<file path="config.mk">
export PLATFORM = sky130hd
export DESIGN_NAME = light_sequencer
export DESIGN_NICKNAME = d
export VERILOG_FILES = /design/src/rtl/tl_pkg.sv /design/src/rtl/tl_req_latch.sv /design/src/rtl/light_sequencer.sv
export SDC_FILE = /design/constraint.sdc
export NUM_CORES = 1
export LEC_CHECK = 0
export ABC_AREA = 1
export BUFFER_PORTS_ARGS = -buffer_cell sky130_fd_sc_hd__clkbuf_2
export CAP_MARGIN = 15
export CORE_AREA = 2 2 39 41
export DETAILED_ROUTE_END_ITERATION = 12
export DIE_AREA = 0 0 41 43
export REMOVE_ABC_BUFFERS = 1
export SLEW_MARGIN = 15
export SYNTH_ARGS = -nofsm -noshare
export SYNTH_HDL_FRONTEND = slang
export SYNTH_SLANG_ARGS = --single-unit
export TNS_END_PERCENT = 10
</file>
<file path="constraint.sdc">
create_clock -name clk1 -period 3.7 [get_ports clk1]
set_input_delay 0.555 -clock clk1 [delete_from_list [all_inputs] [get_ports clk1]]
set_output_delay 0.555 -clock clk1 [all_outputs]
set_load 0.01 [all_outputs]
</file>
<file path="src/rtl/tl_pkg.sv">
// Shared types, light encodings and default durations for the traffic-light sequencer.
// Optional pedestrian phase is enabled with LIGHT_SEQUENCER_PED_WALK_EN.
package tl_pkg;

    localparam logic [2:0] LIGHT_R = 3'b100;
    localparam logic [2:0] LIGHT_Y = 3'b010;
    localparam logic [2:0] LIGHT_G = 3'b001;

    localparam int unsigned T_MAIN_GREEN_DEF = 10;
    localparam int unsigned T_SIDE_GREEN_DEF = 6;
    localparam int unsigned T_YELLOW_DEF     = 3;
    localparam int unsigned T_ALL_RED_DEF    = 1;
    localparam int unsigned T_WALK_DEF       = 5;

    typedef enum logic [2:0] {
        INIT,
        MAIN_G,
        MAIN_Y,
        RED_A,
        SIDE_G,
        SIDE_Y,
        RED_B
`ifdef LIGHT_SEQUENCER_PED_WALK_EN
        , WALK
`endif
    } tl_state_e;

    // Durations must fit the 4-bit timer load and be non-zero.
    function automatic logic dur_ok(input int unsigned d);
        dur_ok = (d >= 1) && (d <= 15);
    endfunction

endpackage

</file>
<file path="src/rtl/tl_req_latch.sv">
// Demand latch: set on any edge with i_set, cleared on any edge with i_clr.
// Clear wins when both are asserted on the same edge.
module tl_req_latch (
    input  logic clk,
    input  logic rst_n,
    input  logic i_set,
    input  logic i_clr,
    output logic o_q
);

    logic r_q;

    always_ff @(posedge clk or negedge rst_n) begin
        if (!rst_n) begin
            r_q <= 1'b0;
        end else if (i_clr) begin
            r_q <= 1'b0;
        end else if (i_set) begin
            r_q <= 1'b1;
        end
    end

    assign o_q = r_q;

endmodule

</file>
<file path="src/rtl/light_sequencer.sv">
// Two-road traffic-light sequencer driving an external one-shot timer.
// Define LIGHT_SEQUENCER_PED_WALK_EN to add the pedestrian WALK phase (ped_req/walk ports).
module light_sequencer
    import tl_pkg::*;
#(
    parameter int unsigned T_MAIN_GREEN = T_MAIN_GREEN_DEF,
    parameter int unsigned T_SIDE_GREEN = T_SIDE_GREEN_DEF,
    parameter int unsigned T_YELLOW     = T_YELLOW_DEF,
    parameter int unsigned T_ALL_RED    = T_ALL_RED_DEF
`ifdef LIGHT_SEQUENCER_PED_WALK_EN
    , parameter int unsigned T_WALK     = T_WALK_DEF
`endif
) (
    input  logic       clk1,
    input  logic       rst_n,
    input  logic       car_side,
    input  logic       expired,
`ifdef LIGHT_SEQUENCER_PED_WALK_EN
    input  logic       ped_req,
    output logic       walk,
`endif
    output logic [3:0] value,
    output logic       start_timer,
    output logic [2:0] main_light,
    output logic [2:0] side_light
);

    if (!dur_ok(T_MAIN_GREEN) || !dur_ok(T_SIDE_GREEN) ||
        !dur_ok(T_YELLOW) || !dur_ok(T_ALL_RED)
`ifdef LIGHT_SEQUENCER_PED_WALK_EN
        || !dur_ok(T_WALK)
`endif
       ) begin : g_bad_duration
        $error("light_sequencer: duration parameters must lie in 1..15");
    end

    tl_state_e  r_state;
    tl_state_e  w_next;
    logic       w_arm;
    logic [3:0] w_dur;
    logic [3:0] r_value;
    logic       r_start;
    logic       w_car_q;
    logic       w_demand;

    function automatic logic [3:0] dur_of(input tl_state_e s);
        case (s)
            MAIN_G:         dur_of = 4'(T_MAIN_GREEN);
            MAIN_Y, SIDE_Y: dur_of = 4'(T_YELLOW);
            SIDE_G:         dur_of = 4'(T_SIDE_GREEN);
`ifdef LIGHT_SEQUENCER_PED_WALK_EN
            WALK:           dur_of = 4'(T_WALK);
`endif
            default:        dur_of = 4'(T_ALL_RED);
        endcase
    endfunction

    tl_req_latch u_car_latch (
        .clk   (clk1),
        .rst_n (rst_n),
        .i_set (car_side),
        .i_clr (w_arm && (w_next == SIDE_G)),
        .o_q   (w_car_q)
    );

`ifdef LIGHT_SEQUENCER_PED_WALK_EN
    logic w_ped_q;

    tl_req_latch u_ped_latch (
        .clk   (clk1),
        .rst_n (rst_n),
        .i_set (ped_req),
        .i_clr (w_arm && (w_next == WALK)),
        .o_q   (w_ped_q)
    );

    assign w_demand = w_car_q | w_ped_q;
`else
    assign w_demand = w_car_q;
`endif

    always_ff @(posedge clk1 or negedge rst_n) begin
        if (!rst_n) begin
            r_state <= INIT;
            r_start <= 1'b0;
            r_value <= '0;
        end else begin
            r_state <= w_next;
            r_start <= w_arm;
            if (w_arm) begin
                r_value <= w_dur;
            end
        end
    end

    // r_start marks the arm cycle; an expiry seen then belongs to the previous timer run.
    always_comb begin
        w_next = r_state;
        w_arm  = 1'b0;
        if (r_state == INIT) begin
            w_next = RED_B;
            w_arm  = 1'b1;
        end else if (expired && !r_start) begin
            w_arm = 1'b1;
            case (r_state)
                MAIN_G:  w_next = w_demand ? MAIN_Y : MAIN_G;
                MAIN_Y:  w_next = RED_A;
`ifdef LIGHT_SEQUENCER_PED_WALK_EN
                RED_A:   w_next = w_ped_q ? WALK : SIDE_G;
                WALK:    w_next = w_car_q ? SIDE_G : RED_B;
`else
                RED_A:   w_next = SIDE_G;
`endif
                SIDE_G:  w_next = SIDE_Y;
                SIDE_Y:  w_next = RED_B;
                RED_B:   w_next = MAIN_G;
                default: w_next = RED_B;
            endcase
        end
        w_dur = dur_of(w_next);
    end

    always_comb begin
        main_light = LIGHT_R;
        side_light = LIGHT_R;
`ifdef LIGHT_SEQUENCER_PED_WALK_EN
        walk       = (r_state == WALK);
`endif
        case (r_state)
            MAIN_G:  main_light = LIGHT_G;
            MAIN_Y:  main_light = LIGHT_Y;
            SIDE_G:  side_light = LIGHT_G;
            SIDE_Y:  side_light = LIGHT_Y;
            default: ;
        endcase
    end

    assign value       = r_value;
    assign start_timer = r_start;

endmodule

</file>
==> summary.txt, run 1 <==
Status
  • Outcome: finished, final reports clean

Timing
  • Final Hold Viols: 0
  • RSZ-0062 raised after global routing: false
  • Measured slew at the worst slew-check pin: around 0.31 ns
  • Post-route worst setup slack: 1.83 ns
  • Slew Limit Fails: 0
  • Fin Clk Skew: ~0.0013 ns
  • Final setup violation count: 0
  • Final TNS setup: 0 ns
  • Max transition margin: 79.1%
  • Fmax: between 500 and 600 MHz
  • Min Tclk post-route: ~1.9 ns
  • Period utilisation layout: 50.5%
  • Worst hold margin: 0.145 ns

Clock network
  • Max Root-Sink Buffers: 2
  • CTS root buf: clkbuf_4
  • CTS tree: built
  • Num CTS Buffers: 3
  • Hold-fix buffers, CTS: 0
  • Post_cts resized: 0
  • # H-tree levels: 1
  • Clock slew at reported path FFs: around 0.060 ns
  • Clk sinks: 9
  • Post-CTS Setup Inserts: 0
  • Worst-Skew Late Latency: 0.26 ns

Place
  • GPL Wtd Cong: 0.707
  • Placed inst area: 583 um^2
  • I/O Buffers: 14
  • Placed cell count: 94
  • Dpl ws: roughly 2.1 ns
  • Hpwl dp: 671 um

Hold path
  • Hold Crit Class: input pin to asynchronous set/reset pin

Finish
  • NumNets Final: 87
  • N_diodes: 0
  • Fin cells: 98
  • Finished Cell Area: slightly above 600 um^2
  • Share of layout cells above drive strength 1: 31.7%
  • Area grow syn2layout: 20.8%

Routing
  • Post-DR vias/cell: 4.45
  • Metal1 wirelength: approximately 390 um
  • Max Used Layer: met4
  • Wirelength, routed: ~850 um
  • DRC violations left: 0
  • DR pass1 iterations: 2
  • Routed met2 length: 379 um
  • Drt wl/cell: about 8.7 um
  • Initial DRC Count: 2
  • Via count: 436
  • Antenna-violating nets left: 0
  • Met3 routed WL: 45 um

Synthesis
  • Synth cell count leaders: nand2_1, inv_1, dfrtp_1
  • Yosys warns: 0
  • Post-synth EDFFs: 0
  • Top-count cell post-synth: nand2_1
  • Top cells by area, synth: dfrtp_1, nand2_1, inv_1, nand3_1, nand3_2
  • Yosys reg bits: 9
  • Netlist Area Pre-Place: around 500 um^2
  • Post-synth ARST share: 100%
  • Post-synthesis sequential area ratio: 44.7%
  • Synth Flop Type: dfrtp_1
  • Mean Syn Cell Area: 7.76 um^2
  • Top-area cell type share of the netlist area: 44.7%
  • Synth Instances: 65
  • Netlist cell types: 17
  • Post-synth top area cell: dfrtp_1

Setup path
  • WP data required: between 3 and 4 ns
  • Kind of critical path: flip-flop to output port
  • Cells on worst reg2reg path: 7
  • R2r setup slk: ~2.3 ns
  • Critical Path Start Type: flip-flop
  • Setup crit end kind: output port
  • CP max FO: 8
  • Endpoint of the worst register-to-register path: u_car_latch.o_q
  • R2r startpoint: r_state[1]
  • WP data arrival: ~1.3 ns

Floorplanning
  • # rows: 14
  • CORE AREA: roughly 1400 um^2
  • DIE WIDTH: about 41 um
  • IO Pins: 15
  • Chip height: 43 um
  • Die area: 1760 um^2
  • Initial Util: 36.4%

GRT
  • Largest net degree at the start of global routing: 10
  • Number of global-route vias before repair: 363
  • First-pass GRT wire length: 1360 um
  • Initial antenna violation count: 0
  • Total GRT Usage: 11.8%
  • Total gr overflow: 0

Flow run
  • Max-Cap Viols: 0

Power and ir drop
  • P_leak: 0.354 nW
  • Peak supply drop: 0.000334 V
  • Pwr dens: 798 nW/um^2
==> metrics by stage <==
step                power, mW  util, %
global route            0.534     44.0
detailed placement      0.417     42.1
CTS                     0.495     44.0
global placement        0.418     42.1
floorplan               0.343        -
finish                  0.486     44.0
==> how the worst max path moves through the flow <==
| stage | start | end | slack [ns] | cells past startpoint |
|---|---|---|---|---|
| 6_report | r_state[1] | main_light[2] | 1.83 | 5 |
| 5_1_grt | r_state[1] | main_light[2] | 1.70 | 5 |
| 4_1_cts | r_state[1] | main_light[2] | 1.81 | 5 |
| 3_5_place_dp | r_state[1] | main_light[2] | 2.10 | 5 |
| 3_3_place_gp | r_state[1] | main_light[2] | 2.12 | 5 |
| 2_1_floorplan | r_state[1] | main_light[2] | 2.24 | 4 |
==> logic make-up (layout without fill, tap and decap cells) <==
| kind of cell | count (synthesis) | after routing | synth area share [%] |
|---|---|---|---|
| buffers and inverters | 17 | 34 | 14.1 |
| AND/OR/NAND/NOR | 31 | 31 | 30.0 |
| flip-flops | 9 | 9 | 44.7 |
| AO/OA/AOI/OAI | 8 | 8 | 11.2 |
==> sequential cells by signal, summed over array words and instances (netlist names) <==
name,count
r_state,3
start_timer,1
u_car_latch.o_q,1
value,4
==> where the power goes <==
| group | internal, mW | switching, mW |
|---|---|---|
| clock network | 0.0414 | 0.0318 |
| logic | 0.0876 | 0.146 |
| registers | 0.139 | 0.0397 |
==> area by class of cell <==
class	count	area, um^2
Fill cell	143	774
Sequential cell	9	225
Multi-Input combinational cell	39	208
Timing Repair Buffer	14	70.1
Inverter	16	60.1
Clock buffer	4	26.3
Tap cell	16	20.0
==> metal layers <==
layer | vias to the layer above | track usage, %
met1 | 182 | 15.9
li1 | 235 | -
met3 | 5 | 3.14
met2 | 14 | 15.0
met4 | 0 | 10.0
met5 | - | 0
==> cells in the final DEF, fill, tap and decap left out <==
cell type / instances
o21ai_0: 4
nand2_2: 1
dfrtp_1: 9
clkbuf_1: 1
a22o_1: 1
nand3_2: 2
nor2_1: 4
nor2_2: 1
nand2_1: 15
o21ai_1: 1
or2_2: 1
nand3_1: 6
clkbuf_2: 14
a21oi_4: 1
nor2_4: 1
clkbuf_4: 3
o22ai_1: 1
inv_1: 14
inv_2: 2
==> critical path: stages (launching register included) <==
cell      delay [ns]
dfrtp_1         0.48
nor2_2          0.18
inv_1           0.09
o21ai_0         0.14
inv_1           0.05
clkbuf_2        0.12
Note: power is estimated with default switching activity, not from simulation.
==> run 2: changes to the inputs <==
- ABC_AREA: 1 -> 0
- clock period: 3.7 -> 1.95 ns (I/O delays scaled with it)
==> summary.txt, run 2 <==
Timing
  • Final TNS setup: 0 ns
  • Slew Limit Fails: 0
  • Final Hold Viols: 0
  • Max transition margin: a little over two thirds
  • Worst hold margin: 0.261 ns
  • Final setup violation count: 0
  • RSZ-0062 raised after global routing: false
  • Fin Clk Skew: 0.000162 ns
  • Min Tclk post-route: ~1.8 ns
  • Fmax: 562 MHz
  • Measured slew at the worst slew-check pin: approximately 0.44 ns
  • Period utilisation layout: between 90% and 100%

Finish
  • NumNets Final: 72
  • Commonest non-fill, non-tap cell in the layout: clkbuf_2
  • Fin cells: 83
  • Most frequent cells in the layout: clkbuf_2, dfrtp_1, nor2_1
  • Max reg flops: 4
  • Share of layout cells above drive strength 1: 40.3%
  • Final design utilization: 44.3%
  • N_diodes: 0
  • Area grow syn2layout: 14.5%

GRT
  • Total gr overflow: 0
  • Total GRT Usage: 15.8%
  • Largest net degree at the start of global routing: 14
  • Initial antenna violation count: 0
  • First-pass GRT wire length: 1850 um
  • Number of global-route vias before repair: 426

Floorplanning
  • IO Pins: 15
  • Initial Util: 38.7%
  • # rows: 14
  • DIE WIDTH: 41 um
  • Die area: 1760 um^2
  • CORE AREA: 1380 um^2
  • Chip height: 43 um

Clock network
  • Post_cts resized: 0
  • Hold-fix buffers, CTS: 1
  • CTS root buf: clkbuf_4
  • Clock slew at reported path FFs: 0.06 ns
  • Clk sinks: 9
  • Worst-Skew Late Latency: 0.26 ns
  • Num CTS Buffers: 3
  • # H-tree levels: 1
  • Post-CTS Setup Inserts: 0
  • Max Root-Sink Buffers: 2
  • CTS tree: built

Synthesis
  • Post-synth top area cell: dfrtp_1
  • Post-synth EDFFs: 0
  • Synth cell count leaders: dfrtp_1, nor2_1, a21oi_1
  • Yosys reg bits: 9
  • Top-count cell post-synth: dfrtp_1
  • Netlist Area Pre-Place: 536 um^2
  • Synth Flop Type: dfrtp_1
  • Mean Syn Cell Area: 10.1 um^2
  • Yosys warns: 0
  • Post-synth ARST share: 100%
  • Post-synthesis sequential area ratio: 42.1%
  • Top cells by area, synth: dfrtp_1, buf_6, a21oi_1, nor2_1, mux2i_1
  • Netlist cell types: 29
  • Top-area cell type share of the netlist area: 42.1%
  • Synth Instances: 53

Routing
  • Post-DR vias/cell: 5.20
  • Wirelength, routed: 1090 um
  • DRC violations left: 0
  • DR pass1 iterations: 2
  • Drt wl/cell: 13.2 um
  • Via count: ~430
  • Antenna-violating nets left: 0
  • Initial DRC Count: 8

Place
  • I/O Buffers: 14
  • Placed cell count: 78
  • Hpwl dp: 805 um
  • GPL Wtd Cong: 0.745

Setup path
  • Critical-path cell list: inv_1, and3_4, nor2_1, clkbuf_2
  • WP data arrival: around 1.5 ns
  • CP max-delay cell: dfrtp_1
  • Endpoint of the worst register-to-register path: value[0]
  • Setup crit end kind: output port
  • WP data required: approximately 1.7 ns
  • Cells on worst reg2reg path: 3
  • Kind of critical path: flip-flop to output port
  • CP max stage delay: between 0.5 and 0.6 ns
  • Critical Path Start Type: flip-flop
  • R2r startpoint: start_timer
  • CP max FO: 11
  • R2r setup slk: 0.66 ns

Hold path
  • Hold path cells: 3
  • Hold Crit Start: car_side
  • Hold Crit Endpoint: u_car_latch.o_q
  • Hold Crit Class: input pin to flip-flop

Power and ir drop
  • P_leak: 0.286 nW
  • Pwr dens: ~1500 nW/um^2
  • Peak supply drop: 0.000629 V

Flow run
  • Max-Cap Viols: 0

Status
  • Outcome: finished, final reports clean
[run 2: metrics by stage]
step                power, mW  cell area, um^2  worst slack [ns]
finish                  0.931              613             0.170
global route             1.01              613            0.0832
CTS                     0.942              613             0.191
detailed placement      0.790              577             0.483
global placement        0.779              577             0.522
floorplan               0.631              487             0.617
[run 2: how the worst max path moves through the flow]
stage	endpoint	cells past startpoint	slack, ns	startpoint
floorplan	main_light[2]	3	0.62	r_state[2]
global placement	main_light[2]	4	0.52	r_state[2]
detailed placement	main_light[2]	4	0.48	r_state[2]
CTS	main_light[2]	4	0.19	r_state[2]
global route	main_light[2]	4	0.08	r_state[2]
finish	main_light[2]	4	0.17	r_state[2]
[run 2: layer usage]
layer  up-vias  wire, um  global-route usage, %
met5         -         0                      0
met4         0        34                   10.0
met3         5        43                   4.71
met2         9       489                   20.9
met1       205       526                   21.7
li1        213         -                      -
[run 2: power by group]
group | internal (mW) | switching [mW]
combinational | 0.186 | 0.218
sequential | 0.259 | 0.121
clock | 0.0790 | 0.0671
total | 0.525 | 0.406
[run 2: kinds of logic after synthesis]
family          after synthesis  share of synthesized area (%)
compound gates               15                           18.7
buf+inv                       7                           10.5
flops                         9                           42.1
mux                           2                           3.74
simple gates                 20                           25.0
[run 2: critical path, delay by kind of cell, from the launching register on]
kind,cells,cell delay (ns)
flops,1,0.59
simple gates,2,0.33
buf+inv,2,0.30
[run 2: layout make-up]
type,instances,area [um^2]
multi-input cells,37,254
inverters,2,7.51
fillers,140,771
clock buffers,4,26.3
repair buffers,15,80.1
flip-flops and latches,9,225
well taps,16,20.0
==> run 3: changes to the inputs <==
- CELL_PAD_IN_SITES_DETAIL_PLACEMENT: not set -> 1
- CELL_PAD_IN_SITES_GLOBAL_PLACEMENT: not set -> 1
- CORE_AREA: 2 2 39 41 -> not set
- CORE_MARGIN: not set -> 2
- CORE_UTILIZATION: not set -> 36
- DIE_AREA: 0 0 41 43 -> not set
- PLACE_DENSITY_LB_ADDON: not set -> 0.1
==> summary.txt, run 3 (synthesized netlist as in run 2, its figures left out) <==
Setup path
  • CP max stage delay: 0.59 ns
  • Kind of critical path: flip-flop to output port
  • WP data arrival: 1.46 ns
  • Setup crit end kind: output port
  • Critical-path cell list: inv_1, and3_4, nor2_1, clkbuf_2
  • WP buf/inv: 2
  • WP data required: 1.66 ns
  • Critical Path Start Type: flip-flop
  • CP max-delay cell: dfrtp_1
  • CP delay by family, top: flip-flops
  • CP max FO: 11

Routing
  • Post-DR vias/cell: 5.37
  • DRC violations left: 0
  • Wirelength, routed: between 1000 and 1500 um
  • Via count: between 400 and 500
  • DR pass1 iterations: 1
  • Antenna-violating nets left: 0
  • Initial DRC Count: 0
  • Drt wl/cell: between 10 and 15 um

GRT
  • Largest net degree at the start of global routing: 14
  • Total GRT Usage: 15.2%
  • Total gr overflow: 0
  • Number of global-route vias before repair: ~420
  • First-pass GRT wire length: 1970 um
  • Initial antenna violation count: 0

Floorplanning
  • Initial Util: 39.7%
  • # rows: 13
  • IO Pins: 15
  • DIE WIDTH: around 43 um
  • Die area: 1810 um^2
  • CORE AREA: 1350 um^2
  • Chip height: 42.6 um

Finish
  • Final design utilization: around 45%
  • Fin cells: 82
  • NumNets Final: 72
  • N_diodes: 0
  • Finished Cell Area: 612 um^2
  • Most frequent cells in the layout: clkbuf_2, dfrtp_1, nor2_1
  • Max reg flops: 4
  • Commonest non-fill, non-tap cell in the layout: clkbuf_2
  • FILL cells: around 170
  • Share of layout cells above drive strength 1: between 40% and 50%
  • Area grow syn2layout: 14.3%

Timing
  • Final setup violation count: 0
  • Fmax: 572 MHz
  • Slew Limit Fails: 0
  • Max transition margin: 70.9%
  • Fin Clk Skew: ~0.011 ns
  • Final Hold Viols: 0
  • RSZ-0062 raised after global routing: false
  • Post-route worst setup slack: about 0.20 ns
  • Min Tclk post-route: 1.75 ns
  • Period utilisation layout: approximately 90%
  • Measured slew at the worst slew-check pin: 0.437 ns
  • Final TNS setup: 0 ns

Clock network
  • # H-tree levels: 1
  • CTS root buf: clkbuf_4
  • Clock slew at reported path FFs: 0.07 ns
  • Worst-Skew Late Latency: 0.26 ns
  • Num CTS Buffers: 3
  • Clk sinks: 9
  • CTS tree: built
  • Max Root-Sink Buffers: 2

Place
  • GPL Wtd Cong: 0.671
  • Placed cell count: 77
  • Hpwl dp: 849 um
  • I/O Buffers: 14
  • Placed inst area: 576 um^2
  • Dpl ws: a little under 0.5 ns

Flow run
  • Max-Cap Viols: 0

Power and ir drop
  • Pwr dens: 1530 nW/um^2
  • P_leak: 0.286 nW
  • Peak supply drop: 0.000596 V

Status
  • Outcome: finished, final reports clean

Hold path
  • Hold Crit Class: input pin to flip-flop
run 3: cell counts in the layout (fill, tap and decap cells not counted):
Identical to the previous run, type by type.
run 3: path summary, 6_finish.rpt:
kind | slack [ns] | cells past startpoint | endpoint | startpoint
setup / recovery | 0.20 | 4 | main_light[2] | r_state[2]
hold / removal | 0.27 | 3 | u_car_latch.o_q | car_side
setup reg to reg | 0.68 | 3 | value[0] | start_timer
hold reg to reg | 0.54 | 2 | value[0] | value[0]
max in group asynchronous | 1.33 | 2 | value[3] | rst_n
min in group asynchronous | 0.42 | 2 | r_state[2] | rst_n
run 3: per-layer routing:
| metal | share of wire, % | global-route usage (%) | vias up |
|---|---|---|---|
| met5 | 0 | 0 | - |
| met4 | 0 | 1.88 | 0 |
| met2 | 45 | 22.8 | 13 |
| met3 | 6.6 | 8.19 | 0 |
| li1 | - | - | 214 |
| met1 | 49 | 19.8 | 213 |
run 3: tightest hold or removal path: cells and delay by family:
kind	cells	cell delay (ns)
buffers and inverters	1	0.08
and+or+nand+nor	1	0.08
AOI/OAI and AO/OA	1	0.04
run 3: timing repair:
item,in CTS,in global routing
setup buffers,0,0
endpoints found under the hold margin,9,0
hold buffers,1,0
gates resized for setup,0,0
run 3: per-stage QoR:
| stage | total power, mW | hold WS (ns) |
|---|---|---|
| floorplan | 0.631 | -0.00309 |
| global placement | 0.789 | 0.166 |
| CTS | 0.946 | 0.265 |
| finish | 0.934 | 0.270 |
| detailed placement | 0.794 | 0.167 |
| global route | 1.02 | 0.283 |
run 3: power breakdown:
part           internal (mW)  switching, mW
registers              0.259          0.122
clock network         0.0788         0.0659
logic                  0.186          0.223
run 3: final cells by class:
| class | count | area, um^2 | share of cell area, % |
|---|---|---|---|
| clock buffers | 4 | 26.3 | 4.29 |
| inverters | 2 | 7.51 | 1.23 |
| multi-input cells | 37 | 254 | 41.5 |
| flip-flops and latches | 9 | 225 | 36.8 |
| well taps | 15 | 18.8 | 3.07 |
| repair buffers | 15 | 80.1 | 13.1 |
